**config.mk**
```make
export PLATFORM = sky130hd
export DESIGN_NAME = axi_write_arbiter_flat
export DESIGN_NICKNAME = d
export VERILOG_FILES = /design/src/rtl/axi_write_arbiter_if.sv /design/src/rtl/axi_write_arbiter.sv /design/src/flat_wrapper.sv
export SDC_FILE = /design/constraint.sdc
export NUM_CORES = 1
export LEC_CHECK = 0
export ABC_AREA = 1
export BUFFER_PORTS_ARGS = -buffer_cell sky130_fd_sc_hd__buf_2
export CORE_AREA = 2 2 133 135
export DETAILED_ROUTE_END_ITERATION = 8
export DIE_AREA = 0 0 135 137
export GPL_TIMING_DRIVEN = 0
export HOLD_SLACK_MARGIN = 0.12
export PLACE_DENSITY = 0.7
export SETUP_SLACK_MARGIN = 0.05
export SLEW_MARGIN = 20
export SYNTH_ARGS = -nofsm -noshare
export SYNTH_HDL_FRONTEND = slang
export SYNTH_SLANG_ARGS = --single-unit
```
**constraint.sdc**
```tcl
create_clock -name clk -period 2.1 [get_ports clk]
set_input_delay 0.21 -clock clk [delete_from_list [all_inputs] [get_ports clk]]
set_output_delay 0.21 -clock clk [all_outputs]
set_load 0.02 [all_outputs]
```
**src/rtl/axi_write_arbiter_if.sv**
```systemverilog
// AXI4 write-channel bundle (AW/W/B) between the store arbiter and the SoC fabric.
interface axi_write_arbiter_if;
  logic        awvalid;
  logic        awready;
  logic [31:0] awaddr;
  logic [3:0]  awid;
  logic [7:0]  awlen;
  logic [2:0]  awsize;
  logic [1:0]  awburst;
  logic        wvalid;
  logic        wready;
  logic [63:0] wdata;
  logic [7:0]  wstrb;
  logic        wlast;
  logic        bvalid;
  logic        bready;
  logic [1:0]  bresp;
  logic [3:0]  bid;

  modport master (
    output awvalid, awaddr, awid, awlen, awsize, awburst,
    output wvalid, wdata, wstrb, wlast, bready,
    input  awready, wready, bvalid, bresp, bid
  );

  modport slave (
    input  awvalid, awaddr, awid, awlen, awsize, awburst,
    input  wvalid, wdata, wstrb, wlast, bready,
    output awready, wready, bvalid, bresp, bid
  );
endinterface

```
**src/rtl/axi_write_arbiter.sv**
```systemverilog
// Two-requester AXI4 single-beat write arbiter: grants r0/r1, aligns data and
// strobes onto the 64-bit bus and routes the B response back to the granted side.
module axi_write_arbiter #(
  parameter logic [3:0] AXI_ID = 4'b0001,
  parameter bit         RR_EN  = 1'b1
) (
  input  logic                       clk,
  input  logic                       rst,
  input  logic                       r0_valid,
  output logic                       r0_ready,
  input  logic [31:0]                r0_addr,
  input  logic [2:0]                 r0_size,
  input  logic [63:0]                r0_data,
  output logic                       r0_bvalid,
  input  logic                       r0_bready,
  output logic                       r0_berr,
  input  logic                       r1_valid,
  output logic                       r1_ready,
  input  logic [31:0]                r1_addr,
  input  logic [2:0]                 r1_size,
  input  logic [63:0]                r1_data,
  output logic                       r1_bvalid,
  input  logic                       r1_bready,
  output logic                       r1_berr,
  axi_write_arbiter_if.master        axi,
  output logic                       arb_error
);

  typedef enum logic [1:0] {IDLE, SEND, RESP, OVER} state_t;

  state_t      state, state_next;
  logic        grant, grant_q, last_grant;
  logic        accept, done_take;
  logic [31:0] sel_addr;
  logic [2:0]  sel_size;
  logic [63:0] sel_data;
  logic [7:0]  base_strb;
  logic [2:0]  lsb_mask;
  logic        misaligned;
  logic [31:0] addr_q;
  logic [2:0]  size_q;
  logic [63:0] wdata_q;
  logic [7:0]  wstrb_q;
  logic        err_pend, aw_done, w_done, err_q;

  assign axi.awid    = AXI_ID;
  assign axi.awlen   = '0;
  assign axi.awburst = 2'b01;
  assign axi.wlast   = axi.wvalid;
  assign axi.awaddr  = addr_q;
  assign axi.awsize  = size_q;
  assign axi.wdata   = wdata_q;
  assign axi.wstrb   = wstrb_q;

  // Pick the requester to serve; with both pending, round-robin or r0 priority.
  always_comb begin
    grant = 1'b0;
    if (r0_valid && r1_valid) grant = RR_EN ? ~last_grant : 1'b0;
    else if (r1_valid)        grant = 1'b1;
    sel_addr = grant ? r1_addr : r0_addr;
    sel_size = grant ? r1_size : r0_size;
    sel_data = grant ? r1_data : r0_data;
  end

  // Byte-lane strobe pattern and natural-alignment check for the selected request.
  always_comb begin
    base_strb = '0;
    lsb_mask  = '0;
    case (sel_size)
      3'd0: begin base_strb = 8'h01; lsb_mask = 3'b000; end
      3'd1: begin base_strb = 8'h03; lsb_mask = 3'b001; end
      3'd2: begin base_strb = 8'h0F; lsb_mask = 3'b011; end
      3'd3: begin base_strb = 8'hFF; lsb_mask = 3'b111; end
      default: begin base_strb = '0; lsb_mask = '0; end
    endcase
    misaligned = (sel_size > 3'd3) || ((sel_addr[2:0] & lsb_mask) != 3'b000);
  end

  // Next-state and handshake outputs for the IDLE/SEND/RESP/OVER sequence.
  always_comb begin
    state_next  = state;
    accept      = 1'b0;
    done_take   = 1'b0;
    r0_ready    = 1'b0;
    r1_ready    = 1'b0;
    r0_bvalid   = 1'b0;
    r1_bvalid   = 1'b0;
    r0_berr     = 1'b0;
    r1_berr     = 1'b0;
    axi.awvalid = 1'b0;
    axi.wvalid  = 1'b0;
    axi.bready  = 1'b0;
    case (state)
      IDLE: begin
        if (r0_valid || r1_valid) begin
          accept     = 1'b1;
          r0_ready   = ~grant;
          r1_ready   = grant;
          state_next = SEND;
        end
      end
      SEND: begin
        axi.awvalid = ~aw_done;
        axi.wvalid  = ~w_done;
        // a done flag masks its ready, so AW and W may finish in either order
        if ((aw_done || axi.awready) && (w_done || axi.wready)) state_next = RESP;
      end
      RESP: begin
        axi.bready = 1'b1;
        if (axi.bvalid) state_next = OVER;
      end
      OVER: begin
        r0_bvalid = ~grant_q;
        r1_bvalid = grant_q;
        r0_berr   = ~grant_q & err_q;
        r1_berr   = grant_q & err_q;
        if (grant_q ? r1_bready : r0_bready) begin
          done_take  = 1'b1;
          state_next = IDLE;
        end
      end
      default: state_next = IDLE;
    endcase
  end

  // State register.
  always_ff @(posedge clk) begin
    if (rst) state <= IDLE;
    else     state <= state_next;
  end

  // Request capture, channel-done tracking, response error and grant history.
  always_ff @(posedge clk) begin
    if (rst) begin
      addr_q     <= '0;
      size_q     <= '0;
      wdata_q    <= '0;
      wstrb_q    <= '0;
      err_pend   <= 1'b0;
      grant_q    <= 1'b0;
      aw_done    <= 1'b0;
      w_done     <= 1'b0;
      err_q      <= 1'b0;
      last_grant <= 1'b1;
      arb_error  <= 1'b0;
    end else begin
      if (accept) begin
        addr_q   <= sel_addr;
        size_q   <= sel_size;
        wdata_q  <= sel_data << {sel_addr[2:0], 3'b000};
        wstrb_q  <= misaligned ? '0 : (base_strb << sel_addr[2:0]);
        err_pend <= misaligned;
        grant_q  <= grant;
        aw_done  <= 1'b0;
        w_done   <= 1'b0;
      end
      if (state == SEND) begin
        if (state_next == RESP) begin
          aw_done <= 1'b0;
          w_done  <= 1'b0;
        end else begin
          aw_done <= aw_done | axi.awready;
          w_done  <= w_done | axi.wready;
        end
      end
      if (state == RESP && axi.bvalid)
        err_q <= err_pend | (axi.bresp != 2'b00) | (axi.bid != AXI_ID);
      if (done_take) begin
        last_grant <= grant_q;
        arb_error  <= err_q;
      end
    end
  end

endmodule

```
**src/flat_wrapper.sv**
```systemverilog
// flat-port wrapper written by rule: the top's interface ports become plain ports
module axi_write_arbiter_flat 
#(
  parameter logic [3:0] AXI_ID = 4'b0001,
  parameter bit         RR_EN  = 1'b1
)
  (clk, rst, r0_valid, r0_ready, r0_addr, r0_size, r0_data, r0_bvalid, r0_bready, r0_berr, r1_valid, r1_ready, r1_addr, r1_size, r1_data, r1_bvalid, r1_bready, r1_berr, arb_error, axi_awvalid, axi_awaddr, axi_awid, axi_awlen, axi_awsize, axi_awburst, axi_wvalid, axi_wdata, axi_wstrb, axi_wlast, axi_bready, axi_awready, axi_wready, axi_bvalid, axi_bresp, axi_bid);
  axi_write_arbiter_if axi_i ();
  input  logic clk;
  input  logic rst;
  input  logic r0_valid;
  output logic r0_ready;
  input  logic [31:0] r0_addr;
  input  logic [2:0] r0_size;
  input  logic [63:0] r0_data;
  output logic r0_bvalid;
  input  logic r0_bready;
  output logic r0_berr;
  input  logic r1_valid;
  output logic r1_ready;
  input  logic [31:0] r1_addr;
  input  logic [2:0] r1_size;
  input  logic [63:0] r1_data;
  output logic r1_bvalid;
  input  logic r1_bready;
  output logic r1_berr;
  output logic arb_error;
  output wire logic [$bits(axi_i.awvalid)-1:0] axi_awvalid;
  output wire logic [$bits(axi_i.awaddr)-1:0] axi_awaddr;
  output wire logic [$bits(axi_i.awid)-1:0] axi_awid;
  output wire logic [$bits(axi_i.awlen)-1:0] axi_awlen;
  output wire logic [$bits(axi_i.awsize)-1:0] axi_awsize;
  output wire logic [$bits(axi_i.awburst)-1:0] axi_awburst;
  output wire logic [$bits(axi_i.wvalid)-1:0] axi_wvalid;
  output wire logic [$bits(axi_i.wdata)-1:0] axi_wdata;
  output wire logic [$bits(axi_i.wstrb)-1:0] axi_wstrb;
  output wire logic [$bits(axi_i.wlast)-1:0] axi_wlast;
  output wire logic [$bits(axi_i.bready)-1:0] axi_bready;
  input wire logic [$bits(axi_i.awready)-1:0] axi_awready;
  input wire logic [$bits(axi_i.wready)-1:0] axi_wready;
  input wire logic [$bits(axi_i.bvalid)-1:0] axi_bvalid;
  input wire logic [$bits(axi_i.bresp)-1:0] axi_bresp;
  input wire logic [$bits(axi_i.bid)-1:0] axi_bid;
  assign axi_awvalid = axi_i.awvalid;
  assign axi_awaddr = axi_i.awaddr;
  assign axi_awid = axi_i.awid;
  assign axi_awlen = axi_i.awlen;
  assign axi_awsize = axi_i.awsize;
  assign axi_awburst = axi_i.awburst;
  assign axi_wvalid = axi_i.wvalid;
  assign axi_wdata = axi_i.wdata;
  assign axi_wstrb = axi_i.wstrb;
  assign axi_wlast = axi_i.wlast;
  assign axi_bready = axi_i.bready;
  assign axi_i.awready = axi_awready;
  assign axi_i.wready = axi_wready;
  assign axi_i.bvalid = axi_bvalid;
  assign axi_i.bresp = axi_bresp;
  assign axi_i.bid = axi_bid;
  axi_write_arbiter #(.AXI_ID(AXI_ID), .RR_EN(RR_EN)) u_core (.clk(clk), .rst(rst), .r0_valid(r0_valid), .r0_ready(r0_ready), .r0_addr(r0_addr), .r0_size(r0_size), .r0_data(r0_data), .r0_bvalid(r0_bvalid), .r0_bready(r0_bready), .r0_berr(r0_berr), .r1_valid(r1_valid), .r1_ready(r1_ready), .r1_addr(r1_addr), .r1_size(r1_size), .r1_data(r1_data), .r1_bvalid(r1_bvalid), .r1_bready(r1_bready), .r1_berr(r1_berr), .axi(axi_i), .arb_error(arb_error));
endmodule
```
# Word-level counts from Yosys, hierarchy flattened
# Index checks and enable logic that the tools add are counted.
dict set report word_totals {
  regBits 116
  input_bits 213
  wordCells 81
}
dict set report classes {
  order_cmp 1
  eq_ne 8
  n_shift 2
  n_mux 34
  bitwise 12
  reduce_logical 12
}
# cell n
set op_table {}
lappend op_table {{64-bit 2-to-1 mux} 1}
lappend op_table {{64-bit by 6-bit << shifter with 64-bit output} 1}
lappend op_table {{32-bit 2-to-1 mux} 1}
lappend op_table {{8-bit case mux with 4 select lines} 1}
lappend op_table {{1-bit 2-to-1 mux} 23}
lappend op_table {{3-bit case mux with 3 select lines} 1}
lappend op_table {{2-bit 2-to-1 mux} 4}
lappend op_table {{8-bit 2-to-1 mux} 1}
lappend op_table {{2-bit case mux with 4 select lines} 1}
lappend op_table {{8-bit by 3-bit << shifter with 8-bit output} 1}
lappend op_table {{2-bit == test, second input constant} 3}
lappend op_table {{3-bit by 2-bit == test with 1-bit output, second input constant} 2}
lappend op_table {{1-bit NOT} 5}
lappend op_table {{1-bit logical OR} 4}
lappend op_table {{4-bit by 1-bit != test with 1-bit output, second input constant} 1}
lappend op_table {{1-bit OR} 4}
lappend op_table {{2-bit nonzero test} 2}
lappend op_table {{3-bit AND} 1}
lappend op_table {{3-bit by 1-bit == test with 1-bit output, second input constant} 1}
lappend op_table {{3-bit by 2-bit greater-than comparator with 1-bit output, second input constant} 1}
lappend op_table {{1-bit logical AND} 3}
lappend op_table {{3-bit zero test} 1}
lappend op_table {{3-bit 2-to-1 mux} 1}
lappend op_table {{3-bit nonzero test} 1}
lappend op_table {{3 further kinds} 4}

# Longest topological paths before layout
# Gate-level depths: netlist of run 1.
dict set report depth {
  ltp_word 9
  ltp_mapped 14
  depth_no_buf 12
}

# Least setup slack after synthesis of run 1
# No wires, ideal clock.
dict set report synth_path {
  path_kind {register to register}
  from {register u_core.last_grant}
  to {register u_core.wdata_q[56] (netlist: u_core.axi.wdata[56])}
  setup_time_ns 0.110
  arrival_time_ns 1.399
  path_slack_ns 0.591
  path_stages_with_launch 13
  synth_period_minus_slack_ns 1.509
  path_cell_list {dfxtp_1 nand2_2 nand2_2 buf_6 nand2_2 nand2_4 inv_2 clkbuf_1 nand3_1 nand3_1 nand3_1 nand2_1 inv_1}
}
dict set report synth_between {
  elab_chain_len 4
  elab_cells_between_ends 5
}
# item line
set synth_lines {}
lappend synth_lines {{start: declaration} axi_write_arbiter.sv:32} ;# logic grant, grant_q, last_grant;
lappend synth_lines {{start signal: assignment} axi_write_arbiter.sv:169} ;# last_grant <= grant_q;
lappend synth_lines {{1-bit NOT (*)} axi_write_arbiter.sv:58} ;# if (r0_valid && r1_valid) grant = RR_EN ? ~last_grant : 1'b0;
lappend synth_lines {{1-bit 2-to-1 mux (*)} axi_write_arbiter.sv:58}
lappend synth_lines {{64-bit 2-to-1 mux or 32-bit 2-to-1 mux (tied branches)} {axi_write_arbiter.sv:62, axi_write_arbiter.sv:60}}
lappend synth_lines {{64-bit by 6-bit << shifter with 64-bit output (*)} axi_write_arbiter.sv:150} ;# wdata_q <= sel_data << {sel_addr[2:0], 3'b000};
lappend synth_lines {{end signal: assignment} axi_write_arbiter.sv:150}
lappend synth_lines {{end: declaration} axi_write_arbiter.sv:42} ;# logic [63:0] wdata_q;
# Every way passes the cells marked *; elsewhere a longest branch is shown, timed or not.
# A chain may end at the register's enable or synchronous reset.

# Worst setup path in the final report of run 1
dict set report layout_path {
  from {register u_core.last_grant}
  to {output r1_ready}
}
dict set report layout_between {
  elab_chain_len 4
}
# item line
set layout_lines {}
lappend layout_lines {{1-bit NOT} axi_write_arbiter.sv:58}
lappend layout_lines {{1-bit 2-to-1 mux} axi_write_arbiter.sv:58}
lappend layout_lines {{1-bit 2-to-1 mux} axi_write_arbiter.sv:95} ;# if (r0_valid || r1_valid) begin
lappend layout_lines {{1-bit 2-to-1 mux} axi_write_arbiter.sv:93} ;# case (state)
lappend layout_lines {{end: declaration} flat_wrapper.sv:20} ;# output logic r1_ready;
# No other way between the ends.

==> results of run 1 <==
-- cell usage in the layout, fill, tap and decap left out, drive strengths merged --
master / count
or2: 1
nand3b: 1
a211oi: 2
nand4: 2
dlygate4sd3: 62
a21oi: 56
clkinvlp: 1
o21a: 1
a22oi: 4
nor2: 32
o21ai: 15
clkbuf: 42
nand3: 204
dfxtp: 116
o32ai: 1
nor3: 3
buf: 408
nand2: 547
bufinv: 6
conb: 14
a31oi: 41
inv: 42
nor4: 1
nor3b: 1
-- layout make-up --
type                       instances  area share
tap                              225      0.0271
sequential                       116       0.224
timing repair buffer             395       0.222
clock buffer                      19      0.0427
multi-input combinational        926       0.390
clock inverter                    13      0.0231
buffer                            98      0.0583
inverter                          36      0.0130
-- flip-flops by register name (all words and copies together), names as in the netlist --
| signal | flops |
|---|---|
| u_core.arb_error | 1 |
| u_core.aw_done | 1 |
| u_core.axi.awaddr | 32 |
| u_core.axi.awsize | 3 |
| u_core.axi.wdata | 64 |
| u_core.axi.wstrb | 8 |
| u_core.err_pend | 1 |
| u_core.err_q | 1 |
| u_core.grant_q | 1 |
| u_core.last_grant | 1 |
| u_core.state | 2 |
| u_core.w_done | 1 |
-- power by group --
group          internal [mW]  switching [mW]  leakage (nW)
clock network           2.28            1.15         0.330
logic                  0.842            1.53          4.15
registers               2.39           0.110         0.949
-- timing repair --
action | in CTS | in global routing
setup buffers | 3 | 2
cloned | 0 | 0
hold buffers | 62 | 0
endpoints found under the hold margin | 33 | 0
pin swaps | 1 | 1
setup endpoints to repair | 5 | 34
resized for setup | 6 | 17
-- layer usage --
metal	vias up	GRT usage	share of wire
met5	-	0	0
met4	0	0.131	0.036
met3	92	0.0652	0.093
met2	581	0.560	0.46
met1	4306	0.441	0.41
li1	4621	-	-
-- kinds of logic after synthesis --
group	count (synthesis)
other cells	2
simple gates	792
flops	116
buf+inv	134
compound gates	120
-- worst min-delay path by stage --
stage	from	to	slack, ns	cells after the start
floorplan	r1_bready	u_core.last_grant	0.34	2
global placement	u_core.axi.wdata[18]	u_core.axi.wdata[18]	0.45	2
detailed placement	u_core.axi.wdata[4]	u_core.axi.wdata[4]	0.45	2
CTS	r1_valid	u_core.state[0]	0.13	3
global route	r1_valid	u_core.state[0]	0.16	3
finish	r1_valid	u_core.state[0]	0.14	3
-- through the flow --
step | power (mW) | setup TNS (ns) | instances | cell area, µm² | worst slack (ns)
floorplan | 3.88 | 0 | 1176 | 7070 | 0.591
global placement | 4.71 | -0.00560 | 1729 | 8990 | -0.00337
detailed placement | 4.72 | 0 | 1729 | 8990 | 0.00658
CTS | 8.25 | 0 | 1826 | 10300 | 0.0535
global route | 8.62 | 0 | 1828 | 10400 | 0.0150
finish | 8.30 | 0 | 1828 | 10400 | 0.0681
-- critical path, stage by stage (launching register included) --
cell and delay, ns:
dfxtp_1 0.34, nand2_2 0.10, nand2_2 0.08, buf_6 0.17, buf_6 0.20, buf_6 0.18, nor2_4 0.06, buf_6 0.11
buf_4 0.15
==> reports/metrics.csv, run 1 <==
stage;metric;value;unit
status;status;finished clean;
clock_tree;CTS H-tree lvls;4;
final_layout;Layout Nets;1803;
floorplan;die area;0.0185;mm²
detailed_routing;final WL;32800;µm
clock_tree;clk_lat worst skew;0.42;ns
timing;Fin. Hold Viols;0;
timing;Hold WS;0.140;ns
yosys;count leader, synth;nand2_1;
final_layout;fin util;0.609;
yosys;Synth area leader;dfxtp_1;
detailed_routing;Antenna Nets Post-Route;0;
placed_design;dpl hpwl;24700;µm
yosys;Post-Synthesis Cells;1164;
timing;Slew HR;0.563;
detailed_routing;detailed-route wire length per cell;18.0;µm
floorplan;num ports;345;
yosys;Post-Synth Adder-Cell Area;0;
yosys;Mean Syn Cell Area;6.03;µm²
yosys;Commonest cells post-synth;nand2_1, nand3_1, dfxtp_1, a21oi_1, a31oi_1;
timing;final number of max-transition violations;0;
yosys;post-synthesis register bit count;116;
final_layout;fraction of layout cells with a size suffix above 1;0.291;
final_layout;Inserted Diodes;0;
timing;RSZ-0062 raised after global routing;yes;
yosys;warnings from Yosys;0;
final_layout;P&R area growth vs syn;47.8;%
power_and_ir_drop;PwrDens;800;mW/mm²
detailed_routing;initial DRC count;1119;
clock_tree;Clock Root Buffer;clkbuf_16;
placed_design;Routability Congestion;1.01;
floorplan;num rows;48;
critical_path;reg2reg end;u_core.axi.wdata[45];
yosys;Synth Area in XOR/XNOR;0;
yosys;async set or reset register ratio after synthesis;0;
timing;worst-margin pin slew;0.656;ns
floorplan;Core Footprint;0.0171;mm²
global_route;vias in the first global route;8757;
final_layout;Layout fillers;1618;
critical_path;reg2reg setup slack;0.10;ns
global_route;initial antenna violation count;1;
critical_path;CP endpoint kind;output port;
yosys;mux share of post-synthesis cell area;0;
yosys;Synth Flop Type;dfxtp_1;
critical_path;CP arrival;1.82;ns
critical_path;Worst Path Required;1.89;ns
critical_path;crit path launch type;register;
yosys;Simple-Gate Fraction of Synth Area;0.470;
critical_path;cell count of the worst reg-to-reg path;11;
floorplan;die extent in x;135;µm
detailed_routing;first drt pass iteration count;8;
timing;clk_skew;0.0151;ns
placed_design;port buffer count;328;
clock_tree;CTS Buffer Depth;2;
clock_tree;Num CTS Buffers;17;
clock_tree;CTS tree;done;
yosys;compound-gate portion of the synthesized area;0.0969;
detailed_routing;post-DR vias/cell;5.25;
global_route;GR Overflow Total;0;
global_route;first-pass GRT wire length;48100;µm
yosys;library cells used by synthesis;33;
critical_path;Worst Setup EP;r1_ready;
global_route;largest net degree at the start of global routing;17;
critical_path;RR Startpoint;u_core.last_grant;
detailed_routing;# DRC;0;
critical_path;Crit Path Max Fanout;10;
power_and_ir_drop;Worst VDD drop;638;µV
timing;Fmax;492;MHz
yosys;top cell type's share of synthesized area;0.331;
yosys;post-synthesis sequential area ratio;0.331;
critical_path;CP startpoint;u_core.last_grant;
yosys;number of flops mapped to enable cells by yosys;0;
timing;final worst path period need;2.03;ns
floorplan;die height;137;µm
final_layout;FF/Latch Area;0.00232;mm²
final_layout;footprint of the multi-input gates;0.00405;mm²
timing;crit share post-route;0.968;
global_route;Global Route Usage Sum;0.340;
yosys;Synth area leaders;dfxtp_1, nand2_1, nand3_1;
floorplan;Initial Util;0.412;
detailed_routing;via count;9600;
critical_path;worst setup path class;reg -> out;
job;max_cap viols;0;
timing;Setup-failing EPs final;0;
hold_path;Hold Path Class;in -> reg;
clock_tree;Clock Sinks;116;
yosys;synthesized area;0.00702;mm²
power_and_ir_drop;LEAKAGE;5.43;nW
yosys;main combinational cell family by area after synthesis;simple AND/OR/NAND/NOR gates;
clock_tree;clk slew on worst S/H paths;0.06;ns
(Power assumes the default switching activity.)
==> run 2: changes to the inputs <==
Settings changed: MAX_ROUTING_LAYER from default to met4, PLACE_DENSITY 0.7 to 0.73.
Clock period 2.1 ns to 1.8 ns, I/O delays scaled along.
==> run 2 against run 1 <==
Compared with the run above: the run now ends with negative setup slack left; combinational power is 52% higher; routed wire length grew 8.8%; clock-buffer cell count is 1 lower; sequential power grew 17%; final area increased by 18%; die area did not move; global-route usage up 2.9 points; largest cell class unchanged; highest routed layer unchanged.
==> reports/metrics.csv, run 2 (synthesis gave the netlist of run 1 again) <==
stage;metric;value;unit;change
timing;Slew HR;0.529;;-0.0334
timing;worst-margin pin slew;0.706;ns;+0.0501 ns
floorplan;num rows;48;;unchanged
placed_design;Routability Congestion;1.02;;+0.95%
final_layout;P&R area growth vs syn;74.9;%;
timing;Fin. Hold Viols;0;;unchanged
clock_tree;clk_lat worst skew;0.43;ns;about the same
global_route;GR Overflow Total;0;;unchanged
critical_path;RR Startpoint;u_core.last_grant;;
timing;final worst path period need;1.86;ns;
detailed_routing;Post-Route M1 WL;14700;µm;+9.2%
critical_path;cell count of the worst reg-to-reg path;14;;+3
clock_tree;CTS tree;done;;
hold_path;Worst Hold Depth;5;;+2
clock_tree;Clock Root Buffer;clkbuf_16;;
clock_tree;Clock Sinks;116;;unchanged
critical_path;crit path launch type;register;;
critical_path;Worst Path Required;1.62;ns;-0.27 ns
floorplan;Core Footprint;0.0171;mm²;unchanged
placed_design;dpl hpwl;25000;µm;+1.1%
status;failing checks;negative setup slack;;
detailed_routing;Antenna Nets Post-Route;0;;unchanged
final_layout;max FFs per register;64;;unchanged
final_layout;Layout fillers;1389;;-14%
critical_path;reg2reg end;u_core.axi.wdata[59];;
timing;RSZ-0062 raised after global routing;yes;;
detailed_routing;via count;10100;;+4.7%
floorplan;die height;137;µm;unchanged
detailed_routing;# DRC;0;;unchanged
detailed_routing;post-DR vias/cell;5.43;;+3.4%
timing;Setup TNS Final;-0.126;ns;-0.126 ns
final_layout;Layout Nets;1825;;+1.2%
critical_path;CP arrival;1.68;ns;-0.14 ns
final_layout;fraction of layout cells with a size suffix above 1;0.466;;+0.175
detailed_routing;Met2 Wirelength;16400;µm;+8.5%
timing;final number of max-transition violations;0;;unchanged
critical_path;reg2reg setup slack;-0.01;ns;-0.11 ns
clock_tree;Num CTS Buffers;17;;unchanged
hold_path;Hold Path Class;in -> reg;;
status;status;finished with violations;;
final_layout;commonest non-fill, non-tap cell in the layout;nand2_1;;
power_and_ir_drop;LEAKAGE;5.96;nW;+9.8%
detailed_routing;DR top layer;met4;;
timing;Fmax;537;MHz;
detailed_routing;first drt pass iteration count;6;;-2
floorplan;die extent in x;135;µm;unchanged
power_and_ir_drop;PwrDens;823;mW/mm²;+2.9%
hold_path;Hold Startpoint;axi_bid[1];;
floorplan;Initial Util;0.412;;unchanged
clock_tree;clk slew on worst S/H paths;0.06;ns;about the same
detailed_routing;initial DRC count;931;;-17%
global_route;Global Route Usage Sum;0.370;;+0.0295
floorplan;die area;0.0185;mm²;unchanged
clock_tree;CTS H-tree lvls;4;;unchanged
final_layout;most frequent cells in the layout;nand2_1, buf_2, dfxtp_1;;
placed_design;port buffer count;328;;unchanged
clock_tree;CTS Buffer Depth;2;;unchanged
timing;crit share post-route;1.04;;
critical_path;CP endpoint kind;output port;;
timing;Setup-failing EPs final;4;;+4
critical_path;Crit Path Max Fanout;10;;unchanged
global_route;largest net degree at the start of global routing;17;;unchanged
hold_path;Worst Hold Path EP;u_core.err_q;;
detailed_routing;routed wl met3;2910;µm;-4.4%
power_and_ir_drop;Pwr Total;10.1;mW;+22%
final_layout;fin util;0.720;;+0.112
global_route;vias in the first global route;9213;;+5.2%
power_and_ir_drop;Worst VDD drop;837;µV;+31%
timing;final setup margin;-0.0637;ns;-0.132 ns
timing;clk_skew;0.00758;ns;-0.00748 ns
global_route;initial antenna violation count;1;;unchanged
detailed_routing;final WL;35700;µm;+8.8%
critical_path;worst setup path class;reg -> out;;
detailed_routing;detailed-route wire length per cell;19.3;µm;+7.4%
floorplan;num ports;345;;unchanged
global_route;first-pass GRT wire length;50600;µm;+5.3%
job;max_cap viols;0;;unchanged
-- run 2: worst max-delay path, cell delays in order, from the launching register on --
cell and delay (ns):
dfxtp_2 0.35, nand2_4 0.07, nand2_4 0.11, buf_8 0.15
inv_2 0.06, buf_12 0.16, nor2_4 0.12, buf_6 0.12
buf_6 0.11
-- run 2: how the worst max path moves through the flow --
stage,start,to,slack [ns]
after floorplan,u_core.last_grant,u_core.axi.wdata[56],0.29
after global placement,u_core.last_grant,u_core.axi.wdata[60],-0.30
after detailed placement,u_core.last_grant,u_core.axi.wdata[45],-0.31
after CTS,u_core.last_grant,r1_ready,-0.03
after global routing,u_core.last_grant,r0_ready,-0.09
final,u_core.last_grant,r0_ready,-0.06
-- run 2: per-layer routing --
metal	track usage	vias up
met5	-	-
li1	-	4694
met3	0.0774	148
met1	0.463	4651
met4	0.156	0
met2	0.581	559
-- run 2: timing repair --
item / CTS / global route
gates cloned: 2 / 5
hold buffers: 64 / 0
endpoints found under the hold margin: 34 / 0
setup endpoints to repair: 91 / 95
gates resized for setup: 185 / 273
pin swaps: 26 / 61
buffers inserted: 14 / 5
-- run 2: power by group --
| part | switching, mW | internal [mW] | total [mW] |
|---|---|---|---|
| sequential | 0.131 | 2.79 | 2.92 |
| combinational | 2.21 | 1.40 | 3.61 |
| clock | 1.36 | 2.23 | 3.59 |
| total | 3.70 | 6.41 | 10.1 |
-- run 2: layout make-up --
type                            instances  area, µm²  area share
Multi-Input combinational cell        926       5300       0.431
Clock inverter                         14        175      0.0143
Antenna cell                            1       2.50    0.000204
Buffer                                 97        946      0.0770
Timing Repair Buffer                  418       2660       0.217
Sequential cell                       116       2330       0.189
Clock buffer                           18        439      0.0357
Tap cell                              225        282      0.0229
Inverter                               36        153      0.0124
-- run 2: stage by stage --
stage	std cells	hold WS, ns	cell area, µm²	worst slack, ns
finish	1851	0.159	12300	-0.0637
global route	1851	0.210	12300	-0.0909
CTS	1841	0.126	11200	-0.0305
detailed placement	1729	0.448	8990	-0.306
global placement	1729	0.416	8990	-0.303
floorplan	1176	0.306	7070	0.291
==> run 3: changes to the inputs <==
Settings changed: BUFFER_PORTS_ARGS -buffer_cell sky130_fd_sc_hd__buf_2 to default, DONT_BUFFER_PORTS from default to 1, PLACE_DENSITY 0.73 to 0.55.
==> run 3 against run 2 <==
Compared with the run above: the flow still finishes with violations (negative setup slack); final area is 15% lower; clock skew rose by 0.0046 ns; final cell count fell by 18%; critical path depth shrank 1; global-route usage decreased by 4.4 points; sequential cell count unchanged; largest power group is now clock; worst setup slack better by 0.037 ns; first-iteration DRC count down 16%; critical path type unchanged; clock-buffer cell count up 1.
==> reports/metrics.csv, run 3 (synthesis gave the netlist of run 1 again) <==
stage;metric;value;unit;change
power_and_ir_drop;switching share of total power;0.351;;-0.0146
clock_tree;CTS Buffer Depth;2;;unchanged
global_route;initial antenna violation count;0;;-1
power_and_ir_drop;PwrDens;910;mW/mm²;+11%
critical_path;CP peak stage delay;0.33;ns;-0.02 ns
critical_path;cell count of the worst reg-to-reg path;14;;unchanged
detailed_routing;initial DRC count;782;;-16%
floorplan;die extent in x;135;µm;unchanged
final_layout;commonest non-fill, non-tap cell in the layout;nand2_1;;
power_and_ir_drop;Worst VDD drop;797;µV;-4.8%
timing;Setup-failing EPs final;2;;-2
final_layout;max FFs per register;64;;unchanged
timing;crit share post-route;1.02;;-0.0204
detailed_routing;final WL;31700;µm;-11%
power_and_ir_drop;clock network fraction of design power;0.382;;+0.027
critical_path;RR Startpoint;u_core.last_grant;;
floorplan;Initial Util;0.412;;unchanged
timing;worst-margin pin slew;0.651;ns;-0.0554 ns
clock_tree;clk slew on worst S/H paths;0.06;ns;about the same
status;status;finished with violations;;
critical_path;Crit Path Max Fanout;6;;-4
hold_path;Hold Startpoint;r0_addr[1];;
timing;final setup margin;-0.0271;ns;+0.0367 ns
final_layout;most frequent cells in the layout;nand2_1, dfxtp_1, nand3_1;;
global_route;Global Route Usage Sum;0.326;;-0.0438
placed_design;Placed Area;0.00735;mm²;-18%
power_and_ir_drop;sequential power share;0.338;;+0.049
detailed_routing;Antenna Nets Post-Route;0;;unchanged
detailed_routing;via count;8477;;-16%
power_and_ir_drop;LEAKAGE;4.63;nW;-22%
critical_path;crit path launch type;register;;
critical_path;CP arrival;1.65;ns;-0.03 ns
final_layout;Design Area, Final;0.0105;mm²;-15%
floorplan;num rows;48;;unchanged
placed_design;dpl ws;-0.306;ns;-0.0000600 ns
floorplan;die height;137;µm;unchanged
critical_path;worst setup path class;reg -> out;;
timing;Setup TNS Final;-0.0369;ns;+0.0894 ns
power_and_ir_drop;cell internal pwr;6.18;mW;-3.6%
critical_path;CP startpoint;u_core.last_grant;;
power_and_ir_drop;part of the power in combinational logic;0.279;;-0.078
critical_path;reg2reg setup slack;0.02;ns;+0.03 ns
critical_path;reg2reg end;u_core.axi.wdata[59];;
final_layout;fraction of layout cells with a size suffix above 1;0.300;;-0.166
final_layout;Layout fillers;1639;;+18%
detailed_routing;detailed-route wire length per cell;20.7;µm;+7.6%
hold_path;Worst Hold Depth;5;;unchanged
timing;RSZ-0062 raised after global routing;yes;;
critical_path;crit-path cells;nand2_4, nand2_4, buf_12, buf_12, buf_12, nor2_4, buf_6;;
global_route;largest net degree at the start of global routing;17;;unchanged
clock_tree;Clock Root Buffer;clkbuf_16;;
timing;clk_skew;0.0122;ns;+0.00461 ns
placed_design;Routability Congestion;0.964;;-5.8%
critical_path;Worst Path Required;1.62;ns;about the same
global_route;first-pass GRT wire length;43900;µm;-13%
job;max_cap viols;0;;unchanged
clock_tree;Clock Sinks;116;;unchanged
hold_path;Hold Path Class;in -> reg;;
critical_path;CP most frequent cell;buf_12;;
final_layout;Layout Nets;1501;;-18%
final_layout;Layout Cells excl Fill;1526;;-18%
hold_path;Worst Hold Path EP;u_core.axi.wstrb[1];;
placed_design;port buffer count;0;;-100%
global_route;GR Overflow Total;0;;unchanged
timing;Slew HR;0.566;;+0.0369
clock_tree;CTS tree;done;;
final_layout;Inserted Diodes;0;;-1
final_layout;fin util;0.613;;-0.107
critical_path;CP endpoint kind;output port;;
floorplan;num ports;345;;unchanged
global_route;vias in the first global route;7740;;-16%
detailed_routing;post-DR vias/cell;5.56;;+2.3%
detailed_routing;# DRC;0;;unchanged
floorplan;Core Footprint;0.0171;mm²;unchanged
placed_design;Inst Count DP;1401;;-19%
timing;final worst path period need;1.83;ns;-0.0367 ns
final_layout;P&R area growth vs syn;49.0;%;
clock_tree;CTS H-tree lvls;4;;unchanged
placed_design;dpl hpwl;22800;µm;-8.5%
timing;Fmax;547;MHz;+2.0%
status;failing checks;negative setup slack;;
timing;Fin. Hold Viols;0;;unchanged
critical_path;Slowest cell on crit path;dfxtp_2;;
clock_tree;clk_lat worst skew;0.43;ns;about the same
floorplan;die area;0.0185;mm²;unchanged
power_and_ir_drop;Psw;3.35;mW;-9.5%
clock_tree;Num CTS Buffers;17;;unchanged
detailed_routing;first drt pass iteration count;5;;-1
timing;final number of max-transition violations;0;;unchanged
==> run 3: cell type report <==
cell class / count / area [µm²] / area share
Sequential cell: 116 / 2320 / 0.222
Clock buffer: 19 / 453 / 0.0433
Multi-Input combinational cell: 927 / 5180 / 0.495
Tap cell: 225 / 282 / 0.0269
Timing Repair Buffer: 92 / 1010 / 0.0963
Inverter: 36 / 158 / 0.0151
Buffer: 98 / 883 / 0.0844
Clock inverter: 13 / 180 / 0.0172
==> run 3: power by group through the flow <==
stage                     clock (mW)  combinational (mW)  sequential, mW
after floorplan                    0                1.34            3.19
after global placement             0                1.82            3.28
after detailed placement           0                1.83            3.28
after CTS                       3.67                2.06            3.22
after global routing            3.80                2.85            3.24
final                           3.64                2.66            3.22
==> run 3: worst max-delay path by stage <==
stage                     slack [ns]              endpoint
after floorplan                 0.29  u_core.axi.wdata[56]
after global placement         -0.31  u_core.axi.wdata[45]
after detailed placement       -0.31  u_core.axi.wdata[45]
after CTS                      -0.04              r1_ready
after global routing           -0.07              r0_ready
final                          -0.03              r1_ready
==> run 3: what timing repair did <==
action	in CTS	in global routing
gates resized for setup	61	343
endpoints found under the setup margin	100	98
gates cloned	2	8
hold buffers	69	0
buffers inserted	6	9
endpoints found under the hold margin	36	0
pin swaps	3	56
==> run 3: layer usage <==
metal	track usage	vias up	share of wire
met2	0.525	445	0.47
met5	-	-	0
li1	-	4038	-
met4	0.144	0	0.046
met3	0.0819	86	0.093
met1	0.387	3908	0.39
==> run 3: worst max-delay path, delay by kind of cell (launching register included) <==
kind / cells / cell delay, ns
buf+inv: 4 / 0.59
flops: 1 / 0.33
simple gates: 3 / 0.27
==> run 3: metrics by stage <==
step	hold slack [ns]	total power [mW]
floorplan	0.306	4.52
global placement	0.320	5.10
detailed placement	0.326	5.10
CTS	0.132	8.95
global route	0.159	9.89
finish	0.148	9.53
